<file path="src/rtl/pixel_packer.sv">
// Packs one color index per dot clock MSB-first into 16-bit words at 1/2/4/8 bpp
// and buffers completed words in a 2-entry first-word-fall-through FIFO.
module pixel_packer (
   input  logic        dotclk_i,
   input  logic        rst_ni,
   input  logic [1:0]  mode_i,
   input  logic        pix_valid_i,
   input  logic [7:0]  pix_i,
   input  logic [7:0]  index_xor_i,
   input  logic        flush_i,
   output logic        pix_ready_o,
   output logic [15:0] word_o,
   output logic        word_valid_o,
   input  logic        word_ready_i
);

   localparam logic StEmpty   = 1'b0;
   localparam logic StFilling = 1'b1;

   logic [15:0] acc_q, acc_d;
   logic [3:0]  cnt_q, cnt_d;
   logic [1:0]  mode_q, mode_d;
   logic        state;

   logic [1:0]  eff_mode;
   logic [7:0]  pix_x, pix_m;
   logic [4:0]  pos_end, shamt, cnt_pk;
   logic [15:0] placed, acc_pk;
   logic        accept, flush_ok, last, push, pop;

   logic [15:0] head_q, head_d, tail_q, tail_d;
   logic [1:0]  fcnt_q, fcnt_d;

   assign state       = (cnt_q == 4'd0) ? StEmpty : StFilling;
   assign pix_ready_o = (fcnt_q < 2'd2);
   assign accept      = pix_valid_i & pix_ready_o;
   assign flush_ok    = flush_i & pix_ready_o;

   // The mode is only sampled for the first pixel of a word.
   assign eff_mode = (state == StEmpty) ? mode_i : mode_q;
   assign pix_x    = pix_i ^ index_xor_i;

   always_comb begin
      pix_m = 8'd0;
      case (eff_mode)
         2'd0:    pix_m = {7'd0, pix_x[0]};
         2'd1:    pix_m = {6'd0, pix_x[1:0]};
         2'd2:    pix_m = {4'd0, pix_x[3:0]};
         default: pix_m = pix_x;
      endcase
   end

   // pos_end = bits consumed once this pixel lands; the pixel sits just above 16 - pos_end.
   assign pos_end = ({1'b0, cnt_q} + 5'd1) << eff_mode;
   assign shamt   = 5'd16 - pos_end;
   assign placed  = {8'd0, pix_m} << shamt;
   assign last    = (pos_end == 5'd16);

   assign acc_pk = accept ? (acc_q | placed) : acc_q;
   assign cnt_pk = {1'b0, cnt_q} + {4'd0, accept};
   assign push   = (accept & last) | (flush_ok & (cnt_pk != 5'd0));

   always_comb begin
      acc_d  = push ? 16'd0 : acc_pk;
      cnt_d  = push ? 4'd0 : cnt_pk[3:0];
      mode_d = (accept && state == StEmpty) ? mode_i : mode_q;
   end

   assign word_valid_o = (fcnt_q != 2'd0);
   assign word_o       = word_valid_o ? head_q : 16'd0;
   assign pop          = word_valid_o & word_ready_i;

   // Push never coincides with count 2, so push+pop only happens at count 1.
   always_comb begin
      head_d = head_q;
      tail_d = tail_q;
      fcnt_d = fcnt_q;
      case ({push, pop})
         2'b10: begin
            if (fcnt_q == 2'd0) head_d = acc_pk;
            else                tail_d = acc_pk;
            fcnt_d = fcnt_q + 2'd1;
         end
         2'b01: begin
            head_d = tail_q;
            fcnt_d = fcnt_q - 2'd1;
         end
         2'b11:   head_d = acc_pk;
         default: ;
      endcase
   end

   always_ff @(posedge dotclk_i or negedge rst_ni) begin
      if (!rst_ni) begin
         acc_q  <= 16'd0;
         cnt_q  <= 4'd0;
         mode_q <= 2'd0;
         head_q <= 16'd0;
         tail_q <= 16'd0;
         fcnt_q <= 2'd0;
      end else begin
         acc_q  <= acc_d;
         cnt_q  <= cnt_d;
         mode_q <= mode_d;
         head_q <= head_d;
         tail_q <= tail_d;
         fcnt_q <= fcnt_d;
      end
   end

endmodule
</file>
<file path="config.mk">
export PLATFORM = sky130hd
export DESIGN_NAME = pixel_packer
export DESIGN_NICKNAME = d
export VERILOG_FILES = /design/src/rtl/pixel_packer.sv
export SDC_FILE = /design/constraint.sdc
export NUM_CORES = 1
export LEC_CHECK = 0
export CAP_MARGIN = 20
export CORE_MARGIN = 4
export CORE_UTILIZATION = 37
export CTS_BUF_LIST = sky130_fd_sc_hd__clkbuf_4
export CTS_CLUSTER_DIAMETER = 150
export DETAILED_ROUTE_END_ITERATION = 6
export GPL_TIMING_DRIVEN = 0
export SETUP_SLACK_MARGIN = 0.4
export SLEW_MARGIN = 10
export SYNTH_ARGS = -nofsm -noshare
export SYNTH_HDL_FRONTEND = slang
export SYNTH_SLANG_ARGS = --single-unit
</file>
<file path="constraint.sdc">
create_clock -name dotclk_i -period 5.75 [get_ports dotclk_i]
set_input_delay 1.15 -clock dotclk_i [delete_from_list [all_inputs] [get_ports dotclk_i]]
set_output_delay 1.15 -clock dotclk_i [all_outputs]
set_load 0.03 [all_outputs]
</file>
== Word-level counts from Yosys, hierarchy flattened ==
Cells that the tools add are included.

* Latch bits: 0
* RAM bits: 0
* Memories: 0
* Register bits after elaboration: 56
* ROM bits: 0
* Output and inout bits: 18

* Mux-type cells: 9
* Div/mod/pow operators: 0
* $mul: 0
* Add/sub/neg operators: 5
* Bitwise operators: 9
* Equal/unequal tests: 7
* Reductions and logical operators: 10
* Shift-type cells: 2
* Order comparisons: 1

{| class="wikitable"
|+ Operators with widths
! operator !! number
|-
| 16-bit 2-to-1 mux || 4
|-
| 16-bit case mux with 3 select lines || 1
|-
| 8-bit case mux with 3 select lines || 1
|-
| 16-bit bitwise OR || 1
|-
| 8-bit by 5-bit left shift with 16-bit output || 1
|-
| 8-bit XOR || 1
|-
| 2-bit equality test (second input constant) || 3
|-
| 4-bit by 1-bit adder with 5-bit output || 1
|-
| 4-bit by 1-bit adder with 5-bit output (second input constant) || 1
|-
| 1-bit bitwise AND || 5
|-
| 5-bit equality test (second input constant) || 1
|-
| 5-bit nonzero test || 1
|-
| 5-bit by 2-bit left shift with 5-bit output || 1
|-
| 5-bit subtractor (first input constant) || 1
|-
| 2-bit by 1-bit equality test with 1-bit output (second input constant) || 2
|-
| 2-bit zero test || 2
|-
| 4-bit zero test || 1
|-
| 4-bit 2-to-1 mux || 1
|-
| 2-bit case mux with 2 select lines || 1
|-
| 2-bit AND reduction || 2
|-
| 2-bit nonzero test || 2
|-
| 3-bit nonzero test || 1
|-
| 2-bit by 1-bit adder with 2-bit output (second input constant) || 1
|-
| 2-bit < comparator (second input constant) || 1
|-
| other kinds (6) || 6
|}

== Depth between registers and ports, before layout ==
Gate-level depths: netlist of run 1.

* Depth in word-level cells: 9
* Mapped depth: 21
* Depth with buffers taken out: 17

== Worst setup path after synthesis of run 1 ==
Ideal clock, no wire load.

* Path kind: register to register
* Start: register cnt_q[0]
* End: register head_q[12]
* Required time: 5656 ps
* Arrival time: 4108 ps
* Slack: 1548 ps
* Cell stages (with the launch flop): 21
* Clock period less this slack: 4202 ps
* Cells stage by stage: dfrtp_1 buf_2 inv_1 ha_1 or3b_1 buf_2 mux2_4 nor2_1 o21bai_1 nor2_1 a2111oi_0 ha_1 nand2_1 a21oi_1 clkbuf_1 inv_1 ha_1 inv_1 clkbuf_1 nor3_1 a211oi_1

* Cells in the longest elaborated chain, start to end: 9

{| class="wikitable"
|+ Ends and longest elaborated chain
! element !! line !! source
|-
| from (decl) || 21 || <nowiki>logic [3:0] cnt_q, cnt_d;</nowiki>
|-
| from (signal assigned) || 103 || <nowiki>cnt_q <= cnt_d;</nowiki>
|-
| parallel branches: the longest is 9 deep, another holds 4-bit by 1-bit adder with 5-bit output || -- ||
|-
| to (signal assigned) || 98 || <nowiki>head_q <= 16'd0;</nowiki>
|-
| to (signal assigned) || 105 || <nowiki>head_q <= head_d;</nowiki>
|-
| to (decl) || 31 || <nowiki>logic [15:0] head_q, head_d, tail_q, tail_d;</nowiki>
|}

Several ways; the timed one is not identified. The select of a mux whose other input is x is not followed.
A chain may end at the register's enable or synchronous reset.

== Worst setup path in the final report of run 1 ==
* Start: input port mode_i[0]
* End: register head_q[12]

* Cells in the longest elaborated chain, start to end: 8

{| class="wikitable"
|+ Ends and longest elaborated chain
! element !! line !! source
|-
| from (decl) || 6 || <nowiki>input logic [1:0] mode_i,</nowiki>
|-
| 2-bit 2-to-1 mux * || 40 || <nowiki>assign eff_mode = (state == StEmpty) ? mode_i : mode_q;</nowiki>
|-
| 5-bit by 2-bit left shift with 5-bit output (tied with other cells) || 54 || <nowiki>assign pos_end = ({1'b0, cnt_q} + 5'd1) << eff_mode;</nowiki>
|-
| 5-bit subtractor (tied with other cells) || 55 || <nowiki>assign shamt = 5'd16 - pos_end;</nowiki>
|-
| 8-bit by 5-bit left shift with 16-bit output or 1-bit bitwise AND (tied branches) || 56, 61 ||
|-
| 16-bit bitwise OR or 1-bit bitwise OR (tied branches) || 59, 61 ||
|-
| 16-bit 2-to-1 mux (tied with other cells) || 59 || <nowiki>assign acc_pk = accept ? (acc_q | placed) : acc_q;</nowiki>
|-
| 16-bit 2-to-1 mux (tied with other cells) || 80 || <nowiki>if (fcnt_q == 2'd0) head_d = acc_pk;</nowiki>
|-
| 16-bit case mux with 3 select lines or 2-bit AND reduction (tied branches) || -- ||
|}

Every way passes the cells marked *; elsewhere a longest branch is shown, timed or not. The select of a mux whose other input is x is not followed.

==> summary.md, run 1 <==
| Metric | Value |
|---|---|
| Highest clock rate | `0.2035 GHz` |
| Root Buffer Master | `clkbuf_4` |
| Via density | `5.266` |
| Met3 Use GR | `3.180%` |
| Final Critical Period | `4.914 ns` |
| YS warnings | `0` |
| Reg clk slew, reported paths | `0.17 ns` |
| GR peak layer | `met2` |
| GRT overflow | `0` |
| Clock buffer count from CTS | `5` |
| Data arrival, critical path | `5.19 ns` |
| Worst reg2reg path startpoint | `cnt_q[0]$_DFF_PN0_` |
| GP Congestion | `0.8332` |
| Port bufs | `40` |
| M2 GR Usage | `26.46%` |
| WHS Endpoint | `tail_q[3]$_DFFE_PN0P_` |
| Share of the synthesized area in the top cell type | `42.38%` |
| Post-synthesis register bit count | `56` |
| Die ar. | `0.01051 mm²` |
| Antenna Cells | `0` |
| Largest net degree at the start of global routing | `57` |
| Final period utilization | `85.46%` |
| CTS max path bufs | `2` |
| Setup CP Type | `input port to flip-flop` |
| Status | `finished clean` |
| Area taken by flip-flops and latches | `0.001401 mm²` |
| Slew HR | `43.70%` |
| Top Ports | `41` |
| Initial antenna violation count | `0` |
| Hold Path Class | `flip-flop to flip-flop` |
| DR WL/cell | `15.49 µm` |
| Total GRT Usage | `16.48%` |
| Initial Util | `37.92%` |
| Number of DRC markers in iteration 0 | `139` |
| Hold Buf Count CTS | `0` |
| Setup violations, final | `0` |
| EDFF count, synth | `0` |
| Clk sinks | `56` |
| Routed via count | `2770` |
| Die width | `102.5 µm` |
| Syn_area_per_cell | `8.938 µm²` |
| Hold Path Origin | `tail_q[3]$_DFFE_PN0P_` |
| Layout cell share with drive strength beyond 1 | `8.134%` |
| Pre-antenna DRT Iters | `4` |
| Crit path required time | `6.02 ns` |
| Worst hold stages | `2` |
| Layout Skew | `0.01780 ns` |
| Maxcap violations | `0` |
| Sequential-to-total area share from yosys stat | `42.38%` |
| Multi-input combinational cell area | `0.001773 mm²` |
| Post-layout nets | `448` |
| Setup_tns | `0 ns` |
| Fillers | `828` |
| Chip Height | `102.5 µm` |
| H-tree level count | `2` |
| Ys flop type | `dfrtp_1` |
| Largest cells by area after synthesis | `dfrtp_1, nor2_1, nand2_1` |
| Mapped cell area | `0.003307 mm²` |
| Reg2Reg Capture Point | `head_q[12]$_DFFE_PN0P_` |
| Async SR Flop Fraction | `100.0%` |
| FF-to-FF path depth | `19` |
| Critical Path Fanout Max | `10` |
| Worst Tran Pin Value | `0.8445 ns` |
| Area leader, netlist | `dfrtp_1` |
| First-pass GRT wire length | `13590 µm` |
| Core ar. | `0.008721 mm²` |
| Number of global-route vias before repair | `2720` |
| P&R area growth vs syn | `18.31%` |
| Worst R2R Setup Slack | `0.86 ns` |
| Worst-Skew Late Latency | `0.39 ns` |
| TritonCTS clock tree | `done` |
| Cell Rows | `34` |
| Commonest non-fill, non-tap cells in the layout | `dfrtp_1, nor2_1, clkdlybuf4s50_1, nand2_1, a21oi_1` |
| Post-DRT Antenna Nets | `0` |
| Synth Instances | `370` |
| CP Capture Type | `flip-flop` |
| Syn nets | `401` |
| Final hold viol count | `0` |
| DP HPWL | `6110 µm` |
| Commonest non-fill, non-tap cell in the layout | `dfrtp_1` |
| M1 GR Usage | `22.47%` |
| DRT Wirelength | `8148 µm` |
| Startpoint class of the critical path | `input port` |
| Final Max Tran Viols | `0` |
| DRC viols | `0` |
| Yosys cell types | `54` |
| RSZ-0062 raised after global routing | `false` |
## through the flow
step                      utilization (%)  instances  setup slack (ns)  hold WS [ns]  cell area, µm²
final                               44.86        526            0.8363        0.5043            3913
after global routing                44.86        526            0.5358        0.5326            3913
after CTS                           44.71        526            0.4538        0.5075            3899
after detailed placement            44.03        518           0.02411        0.4715            3840
after global placement              44.06        518            0.1239        0.4579            3842
after floorplan                         -        370             1.548        0.4413            3307
## metal layers
layer | vias to the layer above | wire length (µm)
li1 | 1378 | -
met1 | 1332 | 3881
met2 | 49 | 3846
met3 | 11 | 264
met4 | 0 | 156
met5 | - | 0
## repair_timing
item / in CTS / in global routing
buffers inserted: 0 / 0
endpoints found under the setup margin: 0 / 17
gates resized for setup: 0 / 7
## final cells by class
class                   instances  share of cell area (%)
plain buffers                  22                   2.686
clock buffers                   5                  0.9594
flip-flops and latches         56                   35.82
clock inverters                 3                  0.5437
repair buffers                 40                   10.17
multi-input cells             281                   45.32
inverters                      11                   1.055
well taps                     108                   3.454
## critical path, cell delays in order
cell and delay, ns:
clkdlybuf4s50_1 0.57, nor4bb_2 0.33, a21o_1 0.22, a21oi_1 0.08, o21ai_0 0.08, ha_1 0.21, inv_1 0.09, a2111oi_0 0.40
ha_1 0.27, nand2_1 0.08, a21oi_2 0.27, clkbuf_2 0.30, inv_1 0.07, ha_1 0.25, nor2_1 0.17, clkbuf_1 0.46
a211oi_1 0.17
## sequential cells by signal, indices dropped and copies added (netlist names)
register,cells
acc_q,16
cnt_q,4
fcnt_q,2
head_q,16
mode_q,2
tail_q,16
## cell usage after synthesis, types with 8 or more instances
cell type,n
nor3_1,15
xnor2_1,11
mux2i_1,10
nor2_1,53
nand2_1,37
and2_1,17
clkbuf_1,16
inv_1,11
a21oi_1,20
ha_1,8
dfrtp_1,56
o21ai_0,13
a211oi_1,12
## how the worst max path moves through the flow
stage,slack [ns],cells after the start,endpoint,start
finish,0.84,17,head_q[12]$_DFFE_PN0P_,mode_i[0]
global placement,0.12,17,head_q[11]$_DFFE_PN0P_,mode_i[0]
global route,0.54,19,head_q[11]$_DFFE_PN0P_,cnt_q[0]$_DFF_PN0_
floorplan,1.55,20,head_q[12]$_DFFE_PN0P_,cnt_q[0]$_DFF_PN0_
CTS,0.45,17,head_q[11]$_DFFE_PN0P_,mode_i[0]
detailed placement,0.02,17,head_q[11]$_DFFE_PN0P_,mode_i[0]
## cell families (layout without fill, tap and decap cells)
logic type / Yosys count / count (layout) / synth area share, %
AOI/OAI and AO/OA: 83 / 83 / 17.75
xor gates and xnor gates: 19 / 19 / 5.259
adders and majority gates: 8 / 8 / 3.027
buffers and inverters: 33 / 81 / 4.351
DFF: 56 / 56 / 42.38
muxes: 14 / 14 / 4.502
and+or+nand+nor: 157 / 157 / 22.74
Power of run 1 is not shown: default switching activity piles up to over one toggle a cycle in this logic, so the estimate is an artifact.
==> run 2, diff against run 1 <==
--- a/config.mk
+++ b/config.mk
@@ -5,6 +5,7 @@
 export SDC_FILE = /design/constraint.sdc
 export NUM_CORES = 1
 export LEC_CHECK = 0
+export ABC_CLOCK_PERIOD_IN_PS = 5750
 export CAP_MARGIN = 20
 export CORE_MARGIN = 4
 export CORE_UTILIZATION = 37
@@ -13,6 +14,7 @@
 export DETAILED_ROUTE_END_ITERATION = 6
 export GPL_TIMING_DRIVEN = 0
 export SETUP_SLACK_MARGIN = 0.4
+export SKIP_LAST_GASP = 1
 export SLEW_MARGIN = 10
 export SYNTH_ARGS = -nofsm -noshare
 export SYNTH_HDL_FRONTEND = slang
==> results of run 2 <==
Same layout as run 1: the final DEF is identical, and so are final timing and power.
Power of run 2 is left out for the same reason.
